===== src/rtl/fp_responder_if.sv =====
// fp_responder_if
// Request/response bundle between an audio effect (initiator) and the shared
// floating-point responder.
//
// Handshake: the initiator raises clk_en together with dataa, datab and
// operation, and holds clk_en high until it sees the one-cycle done pulse.
// It reads result in the done cycle and then drops clk_en. The responder
// captures a request only while idle and only when it samples clk_en high.
// If clk_en is dropped before done, the request is abandoned and done is
// never pulsed. busy tells the initiator that the responder is handling, or
// finishing, a request.
//
// Signals:
//   clk_en     request valid, held by the initiator until done is seen
//   dataa      operand A
//   datab      operand B
//   operation  opcode
//   done       one-cycle completion pulse
//   result     completed result, held until the next completion
//   busy       responder is occupied with a request
interface fp_responder_if;
    logic        clk_en;
    logic [31:0] dataa;
    logic [31:0] datab;
    logic [2:0]  operation;
    logic        done;
    logic [31:0] result;
    logic        busy;

    modport master (
        output clk_en,
        output dataa,
        output datab,
        output operation,
        input  done,
        input  result,
        input  busy
    );

    modport slave (
        input  clk_en,
        input  dataa,
        input  datab,
        input  operation,
        output done,
        output result,
        output busy
    );
endinterface


===== src/rtl/fp_responder.sv =====
// fp_responder
// Responder end of the effect-side floating-point request interface. It
// accepts one request at a time and feeds registered operands to the shared
// vendor FP cores (add/sub, mul, int-to-float, float-to-int, compare). A
// down-counter loaded with the fixed latency of the selected core marks when
// that core's output is valid. At that point the output is captured into a
// held result register, and done is pulsed.
//
// Ports:
//   clk, rst        clock, asynchronous active-high reset
//   req             request/response bundle (slave side)
//   core_dataa/b    registered operands to all cores
//   core_add_sub    1 = add, 0 = subtract
//   core_clk_en     clock enable for the cores while a legal op is running
//   *_result, cmp_* core outputs
//   fsm_state       current state, for observation
//
// Opcodes: 0 sub, 1 add, 3 mul, 4 float-to-int, 5 int-to-float, 6 compare.
// Opcodes 2 and 7 are illegal. They complete after one clock with a zero
// result and never enable the cores.
module fp_responder #(
    parameter int LAT_ADDSUB = 7,
    parameter int LAT_MUL    = 5,
    parameter int LAT_ITOF   = 6,
    parameter int LAT_FTOI   = 6,
    parameter int LAT_CMP    = 1
) (
    input  logic                 clk,
    input  logic                 rst,
    fp_responder_if.slave        req,
    output logic [31:0]          core_dataa,
    output logic [31:0]          core_datab,
    output logic                 core_add_sub,
    output logic                 core_clk_en,
    input  logic [31:0]          addsub_result,
    input  logic [31:0]          mul_result,
    input  logic [31:0]          itof_result,
    input  logic [31:0]          ftoi_result,
    input  logic                 cmp_alb,
    input  logic                 cmp_agb,
    input  logic                 cmp_aeb,
    output logic [1:0]           fsm_state
);

    // Latencies outside 1..15 cannot be represented by the 4-bit counter.
    if (LAT_ADDSUB < 1 || LAT_ADDSUB > 15 || LAT_MUL < 1 || LAT_MUL > 15 ||
        LAT_ITOF < 1 || LAT_ITOF > 15 || LAT_FTOI < 1 || LAT_FTOI > 15 ||
        LAT_CMP < 1 || LAT_CMP > 15) begin : g_bad_latency
        $error("fp_responder: every core latency must lie in 1..15");
    end

    localparam logic [3:0] L_ADDSUB = 4'(LAT_ADDSUB);
    localparam logic [3:0] L_MUL    = 4'(LAT_MUL);
    localparam logic [3:0] L_ITOF   = 4'(LAT_ITOF);
    localparam logic [3:0] L_FTOI   = 4'(LAT_FTOI);
    localparam logic [3:0] L_CMP    = 4'(LAT_CMP);

    localparam logic [1:0] S_IDLE    = 2'd0;
    localparam logic [1:0] S_BUSY    = 2'd1;
    localparam logic [1:0] S_DONE    = 2'd2;
    localparam logic [1:0] S_RELEASE = 2'd3;

    logic [1:0]  state;
    logic [3:0]  count;
    logic [2:0]  op_q;
    logic        done_r;
    logic [31:0] result_r;

    logic [3:0]  start_lat;
    logic        start_legal;
    logic [31:0] capture_val;

    // Latency and legality of the opcode currently presented by the initiator.
    always_comb begin
        start_lat   = 4'd1;
        start_legal = 1'b1;
        case (req.operation)
            3'd0, 3'd1: start_lat = L_ADDSUB;
            3'd3:       start_lat = L_MUL;
            3'd4:       start_lat = L_FTOI;
            3'd5:       start_lat = L_ITOF;
            3'd6:       start_lat = L_CMP;
            default: begin
                start_lat   = 4'd1;
                start_legal = 1'b0;
            end
        endcase
    end

    // Core output selected by the latched opcode. Compare packs LESS,
    // GREATER and EQUAL into bits 2..0.
    always_comb begin
        capture_val = 32'h0;
        case (op_q)
            3'd0, 3'd1: capture_val = addsub_result;
            3'd3:       capture_val = mul_result;
            3'd4:       capture_val = ftoi_result;
            3'd5:       capture_val = itof_result;
            3'd6:       capture_val = {29'b0, cmp_alb, cmp_agb, cmp_aeb};
            default:    capture_val = 32'h0;
        endcase
    end

    always_ff @(posedge clk or posedge rst) begin
        if (rst) begin
            state        <= S_IDLE;
            count        <= 4'd0;
            op_q         <= 3'd1;
            done_r       <= 1'b0;
            result_r     <= 32'h0;
            core_dataa   <= 32'h0;
            core_datab   <= 32'h0;
            core_add_sub <= 1'b1;
            core_clk_en  <= 1'b0;
        end else begin
            case (state)
                S_IDLE: begin
                    if (req.clk_en) begin
                        core_dataa   <= req.dataa;
                        core_datab   <= req.datab;
                        op_q         <= req.operation;
                        core_add_sub <= (req.operation == 3'd1);
                        count        <= start_lat;
                        core_clk_en  <= start_legal;
                        state        <= S_BUSY;
                    end
                end
                S_BUSY: begin
                    // A dropped clk_en wins over completion on the same edge.
                    if (!req.clk_en) begin
                        core_clk_en <= 1'b0;
                        count       <= 4'd0;
                        state       <= S_IDLE;
                    end else if (count == 4'd1) begin
                        core_clk_en <= 1'b0;
                        count       <= 4'd0;
                        done_r      <= 1'b1;
                        result_r    <= capture_val;
                        state       <= S_DONE;
                    end else begin
                        count <= count - 4'd1;
                    end
                end
                S_DONE: begin
                    done_r <= 1'b0;
                    state  <= req.clk_en ? S_RELEASE : S_IDLE;
                end
                S_RELEASE: begin
                    // A clk_en still high after done belongs to the finished
                    // request. Wait until it drops before accepting another.
                    if (!req.clk_en) begin
                        state <= S_IDLE;
                    end
                end
                default: state <= S_IDLE;
            endcase
        end
    end

    assign req.done   = done_r;
    assign req.result = result_r;
    assign req.busy   = (state != S_IDLE);
    assign fsm_state  = state;

endmodule


===== src/flat_wrapper.sv =====
// flat-port wrapper written by rule: the top's interface ports become plain ports
module fp_responder_flat 
#(
    parameter int LAT_ADDSUB = 7,
    parameter int LAT_MUL    = 5,
    parameter int LAT_ITOF   = 6,
    parameter int LAT_FTOI   = 6,
    parameter int LAT_CMP    = 1
)
  (clk, rst, core_dataa, core_datab, core_add_sub, core_clk_en, addsub_result, mul_result, itof_result, ftoi_result, cmp_alb, cmp_agb, cmp_aeb, fsm_state, req_clk_en, req_dataa, req_datab, req_operation, req_done, req_result, req_busy);
  fp_responder_if req_i ();
  input  logic clk;
  input  logic rst;
  output logic [31:0] core_dataa;
  output logic [31:0] core_datab;
  output logic core_add_sub;
  output logic core_clk_en;
  input  logic [31:0] addsub_result;
  input  logic [31:0] mul_result;
  input  logic [31:0] itof_result;
  input  logic [31:0] ftoi_result;
  input  logic cmp_alb;
  input  logic cmp_agb;
  input  logic cmp_aeb;
  output logic [1:0] fsm_state;
  input wire logic [$bits(req_i.clk_en)-1:0] req_clk_en;
  input wire logic [$bits(req_i.dataa)-1:0] req_dataa;
  input wire logic [$bits(req_i.datab)-1:0] req_datab;
  input wire logic [$bits(req_i.operation)-1:0] req_operation;
  output wire logic [$bits(req_i.done)-1:0] req_done;
  output wire logic [$bits(req_i.result)-1:0] req_result;
  output wire logic [$bits(req_i.busy)-1:0] req_busy;
  assign req_i.clk_en = req_clk_en;
  assign req_i.dataa = req_dataa;
  assign req_i.datab = req_datab;
  assign req_i.operation = req_operation;
  assign req_done = req_i.done;
  assign req_result = req_i.result;
  assign req_busy = req_i.busy;
  fp_responder #(.LAT_ADDSUB(LAT_ADDSUB), .LAT_MUL(LAT_MUL), .LAT_ITOF(LAT_ITOF), .LAT_FTOI(LAT_FTOI), .LAT_CMP(LAT_CMP)) u_core (.clk(clk), .rst(rst), .req(req_i), .core_dataa(core_dataa), .core_datab(core_datab), .core_add_sub(core_add_sub), .core_clk_en(core_clk_en), .addsub_result(addsub_result), .mul_result(mul_result), .itof_result(itof_result), .ftoi_result(ftoi_result), .cmp_alb(cmp_alb), .cmp_agb(cmp_agb), .cmp_aeb(cmp_aeb), .fsm_state(fsm_state));
endmodule

===== config.mk =====
export PLATFORM = sky130hd
export DESIGN_NAME = fp_responder_flat
export DESIGN_NICKNAME = d
export VERILOG_FILES = /design/src/rtl/fp_responder_if.sv /design/src/rtl/fp_responder.sv /design/src/flat_wrapper.sv
export SDC_FILE = /design/constraint.sdc
export NUM_CORES = 1
export LEC_CHECK = 0
export CORE_ASPECT_RATIO = 0.9
export CORE_MARGIN = 2
export CORE_UTILIZATION = 42
export DETAILED_ROUTE_END_ITERATION = 6
export PLACE_DENSITY_LB_ADDON = 0.08
export SYNTH_ARGS = -nofsm -noshare
export SYNTH_HDL_FRONTEND = slang
export SYNTH_SLANG_ARGS = --single-unit

===== constraint.sdc =====
create_clock -name clk -period 5.6 [get_ports clk]
set_input_delay 0.56 -clock clk [delete_from_list [all_inputs] [get_ports clk]]
set_output_delay 0.56 -clock clk [all_outputs]
set_load 0.02 [all_outputs]

# Word-level counts from Yosys, hierarchy flattened
# Index checks and enable logic that the tools add are counted.
# Widths: inputs -> output; s select.
# op_classes
eq_ne,19
reduce_logical,16
n_mux,20
add_sub_neg,1
# op_table
operator,count
$pmux 32 s5,1
$eq 3x3->1 const B,6
$mux 4,3
$reduce_and 3->1,4
$mux 2,5
$pmux 3 s3,1
$pmux 2 s4,1
$pmux 4 s2,1
$eq 3x1->1 const B,2
$eq 3x2->1 const B,2
$logic_not 3->1,2
$mux 1,6
$ne 2x2->1 const B,3
$reduce_bool 2->1,3
$reduce_or 2->1,3
$reduce_or 6->1,1
$eq 2x2->1 const B,2
$eq 4x1->1 const B,1
$pmux 1 s2,2
$reduce_and 2->1,2
$sub 4x1->4 const B,1
$ne 3x2->1 const B,1
$eq 2x1->1 const B,1
$logic_not 2->1,1
$ne 2x1->1 const B,1
# totals
register_bits,108

# Depth between registers and ports, before layout
# depth
ltp_word,5
mapped_depth,8
mapped_depth_nobuf,6

# Worst setup path before layout
# Ideal clock, no wire load.
# synth_path
path_kind,register to register
start,register u_core.state[0] (netlist: u_core.fsm_state[0])
end,register u_core.core_dataa[0]
path_stages_with_launch,6
slack_ns,3.941
synth_period_minus_slack_ns,1.659
setup_ns,0.127
t_arrival_ns,1.531
cell_sequence,dfrtp_1 -> buf_4 -> nor3b_2 -> buf_4 -> buf_6 -> mux2_1
# synth_between
elab_chain_len,2
# synth_lines
item,line_no,text
from (decl),fp_responder.sv:63,logic [1:0] state;
from (signal assigned),fp_responder.sv:146,state <= req.clk_en ? S_RELEASE : S_IDLE;
$logic_not 2->1,fp_responder.sv:116,case (state)
$reduce_and 2->1 (no source line),n/a,
to (signal assigned),fp_responder.sv:119,core_dataa <= req.dataa;
to (decl),fp_responder.sv:31,"output logic [31:0] core_dataa,"
# No other way between the ends.
# A chain may end at the register's enable or synchronous reset.

# Worst setup path in the final report
# layout_path
start,register u_core.count[1]
end,register u_core.result_r[13] (netlist: u_core.req.result[13])
# layout_between
elab_chain_len,2
# layout_lines
item,line_no,text
from (decl),fp_responder.sv:64,logic [3:0] count;
from (signal assigned),fp_responder.sv:123,count <= start_lat;
from (signal assigned),fp_responder.sv:141,count <= count - 4'd1;
$eq 4x1->1,fp_responder.sv:134,end else if (count == 4'd1) begin
$reduce_and 3->1 (no source line),n/a,
to (signal assigned),fp_responder.sv:138,result_r <= capture_val;
to (decl),fp_responder.sv:67,logic [31:0] result_r;
# No other way between the ends.

==> metrics.txt <==
status finished, final reports clean; standard cell with the maximum stage delay on the critical path sky130_fd_sc_hd__nand3_2; number of buffers added for setup after CTS 0; Design Area, Final 8651 um^2; Worst Setup Start Kind register; number of ports placed on the die boundary slightly above 300; Peak Freq 0.4115 GHz; Site Rows 38; total inserted antenna cells 0; MaxCap Viol Count 0; die area 13450 um^2; routed length per instance 18.15 um; leakage power 3.521 nW; arrival time of the worst setup path 2.62 ns; library cell with the largest summed area after synthesis sky130_fd_sc_hd__dfrtp_1; portion of the post-synthesis area used by sequential elements 0.5137; fillers 907; post-detailed-route DRC marker count 0; placed instance count 888; share of the clock period used by the worst path 0.4339; cell class contributing the biggest share of worst-path delay simple AND/OR/NAND/NOR gates; classification of the worst-slack hold path register to register; HP Start u_core.req.result[10]$_DFFE_PP0P_; post-cts sizing count 0; area growth from synthesis to layout 64.27%; vias per inst 5.162; final worst path period need 2.430 ns; CTS clock-pin slew for the worst setup and hold paths 0.07 ns; final HPWL from detailed placement roughly 13000 um; vias in the first global route 4747; setup repair after global routing missed its margin no; distinct cell type count after synthesis 40; cell area reported after detailed placement 8364 um^2; number of buffer and inverter stages on the critical path 1; share of layout cells above drive strength 1 0.1062; net switching power 1.537 mW; count of input and output buffers slightly above 300; CP startpoint u_core.count[1]$_DFFE_PP0P_; pre-CTS WS 2.894 ns; power density over the cells about 460 nW/um^2; Clk Latency, worst-skew pair 0.35 ns; register bit total from synthesis 108; Initial Util 0.4344; worst vdd ir roughly 0.00034 V; maximum number of buffers from clock root to sink 2; number of max-slew violations in the final report 0; total negative slack 0 ns; Total Power 4.018 mW; commonest cells after routing, fill and taps aside sky130_fd_sc_hd__clkdlybuf4s50_1 (302), sky130_fd_sc_hd__dfrtp_1 (105), sky130_fd_sc_hd__mux2_2 (48), sky130_fd_sc_hd__nand2_1 (40); Worst Tran Pin Value 1.040 ns; peak per-stage delay on the critical path 0.85 ns; die boundary height approximately 110 um; Layout Nets approximately 940; Max H-tree Level 3; horizontal die dimension between 100 and 150 um; clock sink count 108; Worst Clk Skew 0.005682 ns; global-route total usage across every layer 0.2399; Mapped Cells roughly 460; hold violation total from the final report 0; total iterations of the first detailed-routing run 6; total CTS buffers 9; Std-Cell Core Area 12120 um^2; area share of the largest cell type after synthesis 0.5037; final instance count without filler cells ~900; number of nets produced by synthesis ~660; maximum net fanout on the critical path 65; number of buffers added to fix hold violations after cts 0; share of power burned in combinational logic 0.521; clock tree from TritonCTS built; Antenna Nets Post-Route 0; part of the power in the clock network 0.152; starting DRC count in detailed routing 191; element type at the critical path end register; maximum number of pins on one net before global-route repair 71; number of synthesis warnings 0; Clock Root Buffer sky130_fd_sc_hd__clkbuf_16; wire length of the first global-routing pass 24540 um; WL final 16400 um; synthesized area 5266 um^2; final number of setup-violating endpoints 0; overall via count from detail_route 4666; Max-slew headroom 0.3059; antenna violations before repair 0; biggest area contributors in the synthesized netlist sky130_fd_sc_hd__dfrtp_1 (50%), sky130_fd_sc_hd__mux2_2 (10%), sky130_fd_sc_hd__mux2i_1 (6.1%); most common cell after layout, fill and taps aside sky130_fd_sc_hd__clkdlybuf4s50_1; Final Worst Setup Slack about 3.2 ns; startpoint of the worst register-to-register path u_core.count[1]$_DFFE_PP0P_; worst path required time 5.79 ns; worst-path cell chain inv_1 -> ha_1 -> nor3b_2 -> nand3_2 -> nand2_1 -> o21ai_0; gp weighted congestion 0.8395; net switching fraction of the power 0.3826; overflow left after global routing 0; relative contribution of sequential cells to total power 0.327; post-synthesis area per instance roughly 12 um^2; kind of critical path register to register; internal power of the cells 2.480 mW
registers in the layout, summed over array words and instances (netlist names):
register,cells
u_core.req.result,32
u_core.count,4
u_core.core_add_sub,1
u_core.op_q,3
u_core.core_clk_en,1
u_core.core_datab,32
u_core.core_dataa,32
u_core.req.done,1
u_core.fsm_state,2
Yosys cell counts:
cell type	instances
sky130_fd_sc_hd__a211o_1	1
sky130_fd_sc_hd__a211oi_1	3
sky130_fd_sc_hd__a21boi_0	2
sky130_fd_sc_hd__a21o_1	1
sky130_fd_sc_hd__a21oi_1	4
sky130_fd_sc_hd__a221o_1	1
sky130_fd_sc_hd__a31oi_1	29
sky130_fd_sc_hd__a32o_1	1
sky130_fd_sc_hd__and4b_1	1
sky130_fd_sc_hd__buf_2	19
sky130_fd_sc_hd__buf_4	4
sky130_fd_sc_hd__buf_6	2
sky130_fd_sc_hd__clkbuf_1	12
sky130_fd_sc_hd__dfrtp_1	106
sky130_fd_sc_hd__dfstp_2	2
sky130_fd_sc_hd__ha_1	2
sky130_fd_sc_hd__inv_1	4
sky130_fd_sc_hd__mux2_1	20
sky130_fd_sc_hd__mux2_2	48
sky130_fd_sc_hd__mux2i_1	32
sky130_fd_sc_hd__nand2_1	40
sky130_fd_sc_hd__nand2b_1	4
sky130_fd_sc_hd__nand3_1	1
sky130_fd_sc_hd__nand3b_1	2
sky130_fd_sc_hd__nor2_1	6
sky130_fd_sc_hd__nor2b_1	31
sky130_fd_sc_hd__nor2b_4	1
sky130_fd_sc_hd__nor3_1	1
sky130_fd_sc_hd__nor3b_1	1
sky130_fd_sc_hd__nor3b_2	2
sky130_fd_sc_hd__nor4bb_1	1
sky130_fd_sc_hd__o21ai_0	32
sky130_fd_sc_hd__o21ai_1	4
sky130_fd_sc_hd__o21bai_1	1
sky130_fd_sc_hd__o221ai_1	1
sky130_fd_sc_hd__o22a_1	29
sky130_fd_sc_hd__o22ai_1	2
sky130_fd_sc_hd__or2_2	1
sky130_fd_sc_hd__or3_1	1
sky130_fd_sc_hd__xnor2_1	1
final timing paths:
| check | slack (ns) | endpoint | depth (start not counted) |
|---|---|---|---|
| hold reg to reg | 0.48 | u_core.req.result[10]$_DFFE_PP0P_ | 2 |
| hold / removal | 0.48 | u_core.req.result[10]$_DFFE_PP0P_ | 2 |
| setup reg to reg | 3.17 | u_core.req.result[13]$_DFFE_PP0P_ | 6 |
| max in group asynchronous | 3.80 | u_core.req.result[17]$_DFFE_PP0P_ | 3 |
| min in group asynchronous | 0.74 | u_core.core_datab[20]$_DFFE_PP0P_ | 2 |
| setup / recovery | 3.17 | u_core.req.result[13]$_DFFE_PP0P_ | 6 |
metrics by stage:
stage | utilization | hold slack [ns]
3_3_place_gp | 0.6899 | 0.4625
3_5_place_dp | 0.6899 | 0.4690
2_1_floorplan | - | 0.4813
4_1_cts | 0.7135 | 0.4870
5_1_grt | 0.7135 | 0.5088
6_report | 0.7135 | 0.4810
per-layer routing:
layer | part of all wire | global-route usage | wire length [um]
met3 | 0.098 | 0.09311 | 1601
met2 | 0.51 | 0.4330 | 8324
met4 | 0.022 | 0.06814 | 367
met5 | 0 | 0 | 0
met1 | 0.37 | 0.2641 | 6110
power by group through the flow:
stage | Sequential [mW] | Combinational [mW] | Clock, mW
finish | 1.31 | 2.09 | 0.612
global route | 1.36 | 2.23 | 0.660
CTS | 1.32 | 2.12 | 0.626
detailed placement | 1.33 | 2.11 | 0
global placement | 1.31 | 2.07 | 0
floorplan | 1.63 | 0.848 | 0
area by class of cell:
type                            count  area, um^2  share of cell area
Clock buffer                       11       242.7             0.02806
Clock inverter                      5       43.79            0.005062
Inverter                            4       17.52            0.002025
Multi-Input combinational cell    307        2365              0.2734
Sequential cell                   108        2706              0.3128
Tap cell                          160       200.2             0.02314
Timing Repair Buffer              309        3075              0.3555
cell families after synthesis:
kind of cell / after synthesis / synth area share
flops: 108 / 0.5137
fa+ha+maj: 2 / 0.004751
buf+inv: 41 / 0.03944
simple gates: 93 / 0.09408
mux: 100 / 0.2062
compound gates: 111 / 0.1402
xor+xnor: 1 / 0.001663
worst min-delay path: stages (launching register included):
cell	delay [ns]
sky130_fd_sc_hd__dfrtp_1	0.34
sky130_fd_sc_hd__nand2_1	0.05
sky130_fd_sc_hd__o21ai_0	0.06
(Power assumes the default switching activity.)
